`config.mk`:
```
export PLATFORM = sky130hd
export DESIGN_NAME = bp_fetch_ctrl
export DESIGN_NICKNAME = d
export VERILOG_FILES = /design/src/rtl/bp_fetch_ctrl_pkg.sv /design/src/rtl/bp_fetch_ctrl_btb_table.sv /design/src/rtl/bp_fetch_ctrl.sv
export SDC_FILE = /design/constraint.sdc
export NUM_CORES = 2
export LEC_CHECK = 0
export ABC_AREA = 1
export CELL_PAD_IN_SITES_DETAIL_PLACEMENT = 0
export CELL_PAD_IN_SITES_GLOBAL_PLACEMENT = 1
export CORE_MARGIN = 2
export CORE_UTILIZATION = 46
export DETAILED_ROUTE_END_ITERATION = 10
export GPL_ROUTABILITY_DRIVEN = 0
export HOLD_SLACK_MARGIN = 0.03
export PLACE_DENSITY_LB_ADDON = 0.1
export SLEW_MARGIN = 20
export SYNTH_ARGS = -nofsm -noshare
export SYNTH_HDL_FRONTEND = slang
export SYNTH_SLANG_ARGS = --single-unit
```
`constraint.sdc`:
```
create_clock -name clk -period 4 [get_ports clk]
set_input_delay 0.8 -clock clk [delete_from_list [all_inputs] [get_ports clk]]
set_output_delay 0.8 -clock clk [all_outputs]
set_load 0.05 [all_outputs]
```
`src/rtl/bp_fetch_ctrl_pkg.sv`:
```
// bp_fetch_ctrl_pkg
//   Shared definitions for the fetch-stage branch predictor. These include
//   the address/table geometry, the 2-bit counter encoding, the BTB entry
//   layout and the value that the table and the prediction pipe return to
//   on reset.
package bp_fetch_ctrl_pkg;

  localparam int XLEN    = 32;
  localparam int ENTRIES = 16;
  localparam int IDX_W   = 4;
  // Each tag holds the PC bits that sit above the index and the word offset.
  localparam int TAG_W   = XLEN - IDX_W - 2;

  // 2-bit saturating counter states. Bit 1 set means "predict taken".
  localparam logic [1:0] SNT = 2'd0;
  localparam logic [1:0] WNT = 2'd1;
  localparam logic [1:0] WT  = 2'd2;
  localparam logic [1:0] ST  = 2'd3;

  localparam logic [XLEN-1:0] RESET_TARGET = '0;

  typedef struct packed {
    logic             valid;
    logic [TAG_W-1:0] tag;
    logic [XLEN-1:0]  target;
    logic [1:0]       ctr;
  } btbEntry_t;

  localparam btbEntry_t RESET_ENTRY = '{valid: 1'b0, tag: '0, target: RESET_TARGET, ctr: SNT};

  // Move the counter one step toward the resolved direction. The counter
  // stays put once it reaches either end.
  function automatic logic [1:0] ctrStep(input logic [1:0] ctr, input logic taken);
    if (taken) return (ctr == ST)  ? ST  : ctr + 2'd1;
    else       return (ctr == SNT) ? SNT : ctr - 2'd1;
  endfunction

endpackage

```
`src/rtl/bp_fetch_ctrl_btb_table.sv`:
```
// bp_fetch_ctrl_btb_table
//   Direct-mapped BTB storage. It has two combinational read ports and one
//   synchronous write port. Reset clears every entry asynchronously, so the
//   table is built from registers and not from block RAM.
// Ports:
//   clk, rst        - clock, asynchronous active-low reset
//   rdIdxF/rdEntryF - fetch-stage lookup
//   rdIdxE/rdEntryE - execute-stage lookup (hit check for the update)
//   wrEn/wrIdx/wrEntry - entry write at the rising edge
module bp_fetch_ctrl_btb_table
  import bp_fetch_ctrl_pkg::*;
#(
  parameter int ENTRIES = 16,
  parameter int IDX_W   = 4
) (
  input  logic             clk,
  input  logic             rst,
  input  logic [IDX_W-1:0] rdIdxF,
  output btbEntry_t        rdEntryF,
  input  logic [IDX_W-1:0] rdIdxE,
  output btbEntry_t        rdEntryE,
  input  logic             wrEn,
  input  logic [IDX_W-1:0] wrIdx,
  input  btbEntry_t        wrEntry
);

  btbEntry_t tbl [ENTRIES];

  always_ff @(posedge clk or negedge rst) begin
    if (!rst) begin
      for (int i = 0; i < ENTRIES; i++) tbl[i] <= RESET_ENTRY;
    end else if (wrEn) begin
      tbl[wrIdx] <= wrEntry;
    end
  end

  // The fetch port reads the contents from before any write in the same
  // cycle. There is no write-to-read bypass.
  assign rdEntryF = tbl[rdIdxF];
  assign rdEntryE = tbl[rdIdxE];

endmodule

```
`src/rtl/bp_fetch_ctrl.sv`:
```
// bp_fetch_ctrl
//   Branch prediction and redirect control for the fetch stage. In F it looks
//   up the BTB and predicts the next PC. It carries the prediction with the
//   instruction through D and E and resolves it in E. On a misprediction it
//   redirects fetch and squashes D and E.
// Ports:
//   clk, rst (async, active-low)
//   PCF, StallD, FlushE_in                 - fetch PC and hazard-unit controls
//   PCE, BranchE, TakenE, PCTargetE        - resolution info from E
//   NextPCF, PredTakenF                    - next fetch PC and the F prediction
//   MispredictE, FlushD, FlushE            - redirect and squash requests
//   BrCount, MissCount                     - saturating statistics counters
module bp_fetch_ctrl
  import bp_fetch_ctrl_pkg::*;
#(
  parameter int ENTRIES = 16,
  parameter int IDX_W   = 4,
  parameter int XLEN    = 32
) (
  input  logic            clk,
  input  logic            rst,
  input  logic [XLEN-1:0] PCF,
  input  logic            StallD,
  input  logic            FlushE_in,
  input  logic [XLEN-1:0] PCE,
  input  logic            BranchE,
  input  logic            TakenE,
  input  logic [XLEN-1:0] PCTargetE,
  output logic [XLEN-1:0] NextPCF,
  output logic            PredTakenF,
  output logic            MispredictE,
  output logic            FlushD,
  output logic            FlushE,
  output logic [31:0]     BrCount,
  output logic [31:0]     MissCount
);

  localparam int TW = XLEN - IDX_W - 2;

  logic [IDX_W-1:0] idxF, idxE;
  logic [TW-1:0]    tagF, tagE;
  btbEntry_t        entryF, entryE, wrEntry;
  logic             wrEn, hitF, hitE;
  logic [XLEN-1:0]  predTargetF, predTargetD, predTargetE, redirectPc;
  logic             predTakenD, predTakenE, mispredictRaw;

  assign idxF = PCF[IDX_W+1:2];
  assign tagF = PCF[XLEN-1:IDX_W+2];
  assign idxE = PCE[IDX_W+1:2];
  assign tagE = PCE[XLEN-1:IDX_W+2];

  bp_fetch_ctrl_btb_table #(
    .ENTRIES(ENTRIES),
    .IDX_W  (IDX_W)
  ) uTable (
    .clk     (clk),
    .rst     (rst),
    .rdIdxF  (idxF),
    .rdEntryF(entryF),
    .rdIdxE  (idxE),
    .rdEntryE(entryE),
    .wrEn    (wrEn),
    .wrIdx   (idxE),
    .wrEntry (wrEntry)
  );

  // F lookup
  assign hitF        = entryF.valid & (entryF.tag == tagF);
  assign PredTakenF  = hitF & entryF.ctr[1];
  assign predTargetF = entryF.target;

  // E resolution
  always_comb begin
    mispredictRaw = predTakenE;
    if (BranchE)
      mispredictRaw = (TakenE != predTakenE) |
                      (TakenE & predTakenE & (PCTargetE != predTargetE));
  end

  // The prediction pipe is already clear during reset. A taken branch that is
  // still presented in E would look like a mispredict, so the resolution is
  // held off until reset is released.
  assign MispredictE = rst & mispredictRaw;
  assign redirectPc  = (BranchE & TakenE) ? PCTargetE : PCE + XLEN'(4);
  assign FlushD      = MispredictE;
  assign FlushE      = MispredictE | FlushE_in;

  always_comb begin
    if (MispredictE)     NextPCF = redirectPc;
    else if (PredTakenF) NextPCF = predTargetF;
    else                 NextPCF = PCF + XLEN'(4);
  end

  // Prediction pipe F -> D -> E. A flush has priority over a stall.
  always_ff @(posedge clk or negedge rst) begin
    if (!rst) begin
      predTakenD  <= 1'b0;
      predTargetD <= RESET_TARGET;
      predTakenE  <= 1'b0;
      predTargetE <= RESET_TARGET;
    end else begin
      if (FlushD) begin
        predTakenD  <= 1'b0;
        predTargetD <= RESET_TARGET;
      end else if (!StallD) begin
        predTakenD  <= PredTakenF;
        predTargetD <= predTargetF;
      end
      if (FlushE) begin
        predTakenE  <= 1'b0;
        predTargetE <= RESET_TARGET;
      end else begin
        predTakenE  <= predTakenD;
        predTargetE <= predTargetD;
      end
    end
  end

  // Table update at PCE. The hit is checked again against the table here
  // rather than carried down the pipe. Aliasing cleanup only fires when a
  // non-branch arrived with a taken prediction. Bubbles in E carry
  // PredTakenE=0 and a garbage PCE, so they never disturb the table.
  assign hitE = entryE.valid & (entryE.tag == tagE);

  always_comb begin
    wrEn    = 1'b0;
    wrEntry = entryE;
    if (BranchE) begin
      if (hitE) begin
        wrEn        = 1'b1;
        wrEntry.ctr = ctrStep(entryE.ctr, TakenE);
        if (TakenE) wrEntry.target = PCTargetE;
      end else if (TakenE) begin
        wrEn           = 1'b1;
        wrEntry.valid  = 1'b1;
        wrEntry.tag    = tagE;
        wrEntry.target = PCTargetE;
        wrEntry.ctr    = WT;
      end
    end else if (hitE && predTakenE) begin
      wrEn          = 1'b1;
      wrEntry.valid = 1'b0;
    end
  end

  // Statistics counters. They stop at all-ones instead of wrapping.
  always_ff @(posedge clk or negedge rst) begin
    if (!rst) begin
      BrCount   <= '0;
      MissCount <= '0;
    end else begin
      if (BranchE && (BrCount != 32'hFFFF_FFFF))       BrCount   <= BrCount + 32'd1;
      if (MispredictE && (MissCount != 32'hFFFF_FFFF)) MissCount <= MissCount + 32'd1;
    end
  end

endmodule

```
==> flow_summary.json <==
{
  "ys_types": 45,
  "drv_cap": 0,
  "synth.yosys.seq_area_share": 0.4281,
  "layout.cells.non_filler": 11850,
  "cts.clk_slew.worst_paths_ns": 0.06,
  "cts.path.max_buffers": 3,
  "placed_area_mm2": 0.07354,
  "dieHeight_um": 378.9,
  "critPathMaxStageDelay_ns": 0.24,
  "drive_above_1_share": 0.1391,
  "synthAdderAreaFrac": 0.001548,
  "drt_iter0_markers": 7968,
  "track_usage": 0.3989,
  "cts_max_level": 4,
  "synthTopCellsByArea": "dfrtp_1 43%, nand2_1 20%, o21ai_0 12%",
  "initial_utilization": 0.4633,
  "ys_top_cells_by_count": "3,360 x nand2_1, 1,554 x o21ai_0, 1,106 x dfrtp_1, 703 x nor2_1, 609 x inv_1",
  "max_freq_mhz": 235.1,
  "final_design_area_no_fill_mm2": 0.08087,
  "violations": "setup timing",
  "yosys.area.top_type": "dfrtp_1",
  "relSlewSlack": 0.2413,
  "fillCellCount": 13350,
  "r2r_slack_ns": 0.67,
  "clock_sink_count": 1106,
  "synth_top_family_by_area": "simple AND/OR/NAND/NOR gates",
  "finalHoldViolCount": 0,
  "worstPathArrival_ns": 3.45,
  "worstPathCellList": "buf_16 -> buf_16 -> buf_4 -> nor2_1 -> nor2_1 -> o21ai_0 -> nand2_1 -> nand2_1 -> nand2_1 -> inv_1 -> nand3_1 -> nand2_1 -> nor2_1 -> nand2_1 -> nor2_2 -> nand2_2 -> nor2_4 -> buf_12 -> buf_12 -> a21oi_2 -> o21ai_1 -> buf_4 -> buf_12",
  "grt_pass1_vias": 64560,
  "cp_max_fo": 8,
  "ys_dominant_reg_cell": "dfrtp_1",
  "drc": 0,
  "routed_wl_um": 290600,
  "cp_common_cell": "nand2_1",
  "cp.required_ns": 3.20,
  "rsz0062_at_grt": "yes",
  "root_buffer": "clkbuf_16",
  "dr_total_vias": 68420,
  "cts_buffers": 133,
  "synth.most_common_cell": "nand2_1",
  "synth_cells": 9405,
  "synth_edf_count": 0,
  "holdCritPathClass": "in2reg",
  "path_delay_family": "simple AND/OR/NAND/NOR gates",
  "power_w": 0.03443,
  "overflow": 0,
  "path_buf_inv": 8,
  "tightest_slew_ns": 1.138,
  "yosysWarnings": 0,
  "power_leakage_nw": 39.38,
  "critPathLaunchType": "input pin",
  "rows": 137,
  "synth-xor-area-share": 0.01802,
  "portBuffers": 201,
  "path_class": "in2out",
  "multiInputGateArea_mm2": 0.03244,
  "finalSetupViolations": 33,
  "dieArea_mm2": 0.1436,
  "vdd_drop_max_mv": 0.3254,
  "first_pass_iters": 7,
  "avgViaCountPerCell": 5.776,
  "slew_viol_final": 0,
  "drtAntennaViolNets": 0,
  "netlist.area_leader.share": 0.4281,
  "antenna_found_initial": 10,
  "grt_max_degree": 179,
  "synthSimpleGateAreaFrac": 0.2727,
  "fin_ws_ns": -0.2541,
  "die_x_um": 378.9,
  "p_per_area_mw_per_mm2": 425.7,
  "status": "complete, but fails checks",
  "finalClockSkew_ns": 0.02686,
  "dp.cells": 11530,
  "cts_tree": "done",
  "ys_ff_latch": 1106,
  "area_delta_synth_final_pct": 25.09,
  "syn_avg_cell_area_um2": 6.874,
  "grt_first_pass_wirelength_um": 426100,
  "boundaryPins": 202,
  "synth_compound_area_frac": 0.1892,
  "slowest_stage": "nand2_1",
  "fin_nets": 9977,
  "core_area_mm2": 0.1395,
  "syn_area_mm2": 0.06465,
  "min_period_over_period": 1.064,
  "async_reset_ff_frac": 1.000,
  "dp_hpwl_um": 191100,
  "fin_crit_ns": 4.254,
  "synthMuxAreaShare": 0.0006774,
  "regArea_mm2": 0.02768,
  "clk_latency_ns": 0.79,
  "syn-num-nets": 9515,
  "wl_per_cell_um": 24.53,
  "cp-end-kind": "primary output",
  "fin_setup_tns_ns": -6.117
}
worst min-delay path: cells and delay by family:
kind / cells / cell delay, ns
buffers and inverters: 1 / 0.20
AND/OR/NAND/NOR: 2 / 0.17
logic make-up after synthesis:
family | count (synthesis)
XOR/XNOR | 133
flip-flops | 1106
AO/OA/AOI/OAI | 2336
AND/OR/NAND/NOR | 4500
buffers and inverters | 1318
multiplexers | 4
adder cells (fa/ha/maj) | 8
sequential cells by signal, indices dropped and copies added, names as in the netlist:
signal       cells
predTakenD       1
MissCount       32
predTakenE       1
predTargetD     32
BrCount         32
predTargetE     32
uTable.tbl     976
path summary, 6_finish.rpt:
path                                                to                        start  cells past startpoint
min                            BrCount[29]$_DFFE_PN0P_                      BranchE                      3
max in group asynchronous     predTargetE[4]$_DFF_PN0_                          rst                      4
max reg2reg                 uTable.tbl[36]$_DFFE_PN0P_  uTable.tbl[281]$_DFFE_PN0P_                     22
max                                         NextPCF[9]                       PCF[2]                     23
min in group asynchronous  uTable.tbl[136]$_DFFE_PN0P_                          rst                      2
min reg2reg                 uTable.tbl[50]$_DFFE_PN0P_   uTable.tbl[50]$_DFFE_PN0P_                      2
power by group:
part	leakage, nW	switching, W	internal, W
clock	2.17	0.00521	0.00741
combinational	22.4	0.00497	0.00285
sequential	14.8	0.00118	0.0128
total	39.4	0.0114	0.0231
final cells by class:
class                   instances  area share
multi-input cells            6983      0.4011
flip-flops and latches       1106      0.3422
repair buffers               1009      0.1427
clock buffers                 184     0.04691
inverters                     634     0.02998
well taps                    1876     0.02902
clock inverters                48    0.007813
diodes                          7   0.0002166
through the flow:
stage               worst slack [ns]  utilization  hold WS (ns)
floorplan                   -0.08139            -        0.4437
global placement             -0.8611       0.5270        0.4602
detailed placement           -0.8296       0.5270        0.4625
CTS                          -0.1223       0.5748        0.3811
global route                 -0.3688       0.5796        0.4103
finish                       -0.2541       0.5796        0.4206
cells in the final DEF, fill, tap and decap left out, types with 10 or more instances in the layout:
master / n
clkinv_2: 23
nor3_1: 48
a31oi_1: 26
o22ai_1: 22
nand2_2: 65
a21oi_1: 432
o21ai_0: 1491
a21oi_2: 30
dlygate4sd2_1: 19
xor2_1: 84
clkbuf_8: 21
o211ai_1: 127
nand3_2: 69
buf_8: 19
nand4_1: 42
clkbuf_1: 27
nor2_1: 676
o21ai_2: 10
bufinv_16: 12
nand2_1: 3279
bufbuf_16: 17
a221oi_1: 14
clkbuf_16: 142
o21ai_1: 146
nor4_1: 21
a41oi_1: 13
buf_12: 186
inv_2: 34
dfrtp_1: 1106
inv_1: 588
buf_6: 27
nand2_4: 28
nor2_2: 28
xnor2_1: 44
clkdlybuf4s50_1: 138
nor2_4: 16
buf_4: 569
buf_16: 25
nand3_1: 203
per-layer routing:
metal  routed length, µm  global-route usage  vias to the layer above
met1              112200              0.5066                    32590
met5                  17                   0                        -
met4               24310              0.2835                        2
met2              127300              0.6069                     3645
met3               26830             0.08101                      950
li1                    -                   -                    31240
what timing repair did:
item / CTS / global route
setup endpoints to repair: 34 / 34
hold buffers: 1 / 0
hold endpoints to repair: 1 / 0
gates resized for setup: 350 / 121
gates cloned: 25 / 7
pin swaps: 49 / 82
setup buffers: 31 / 15
No activity file was read; power rests on OpenSTA's default activity.
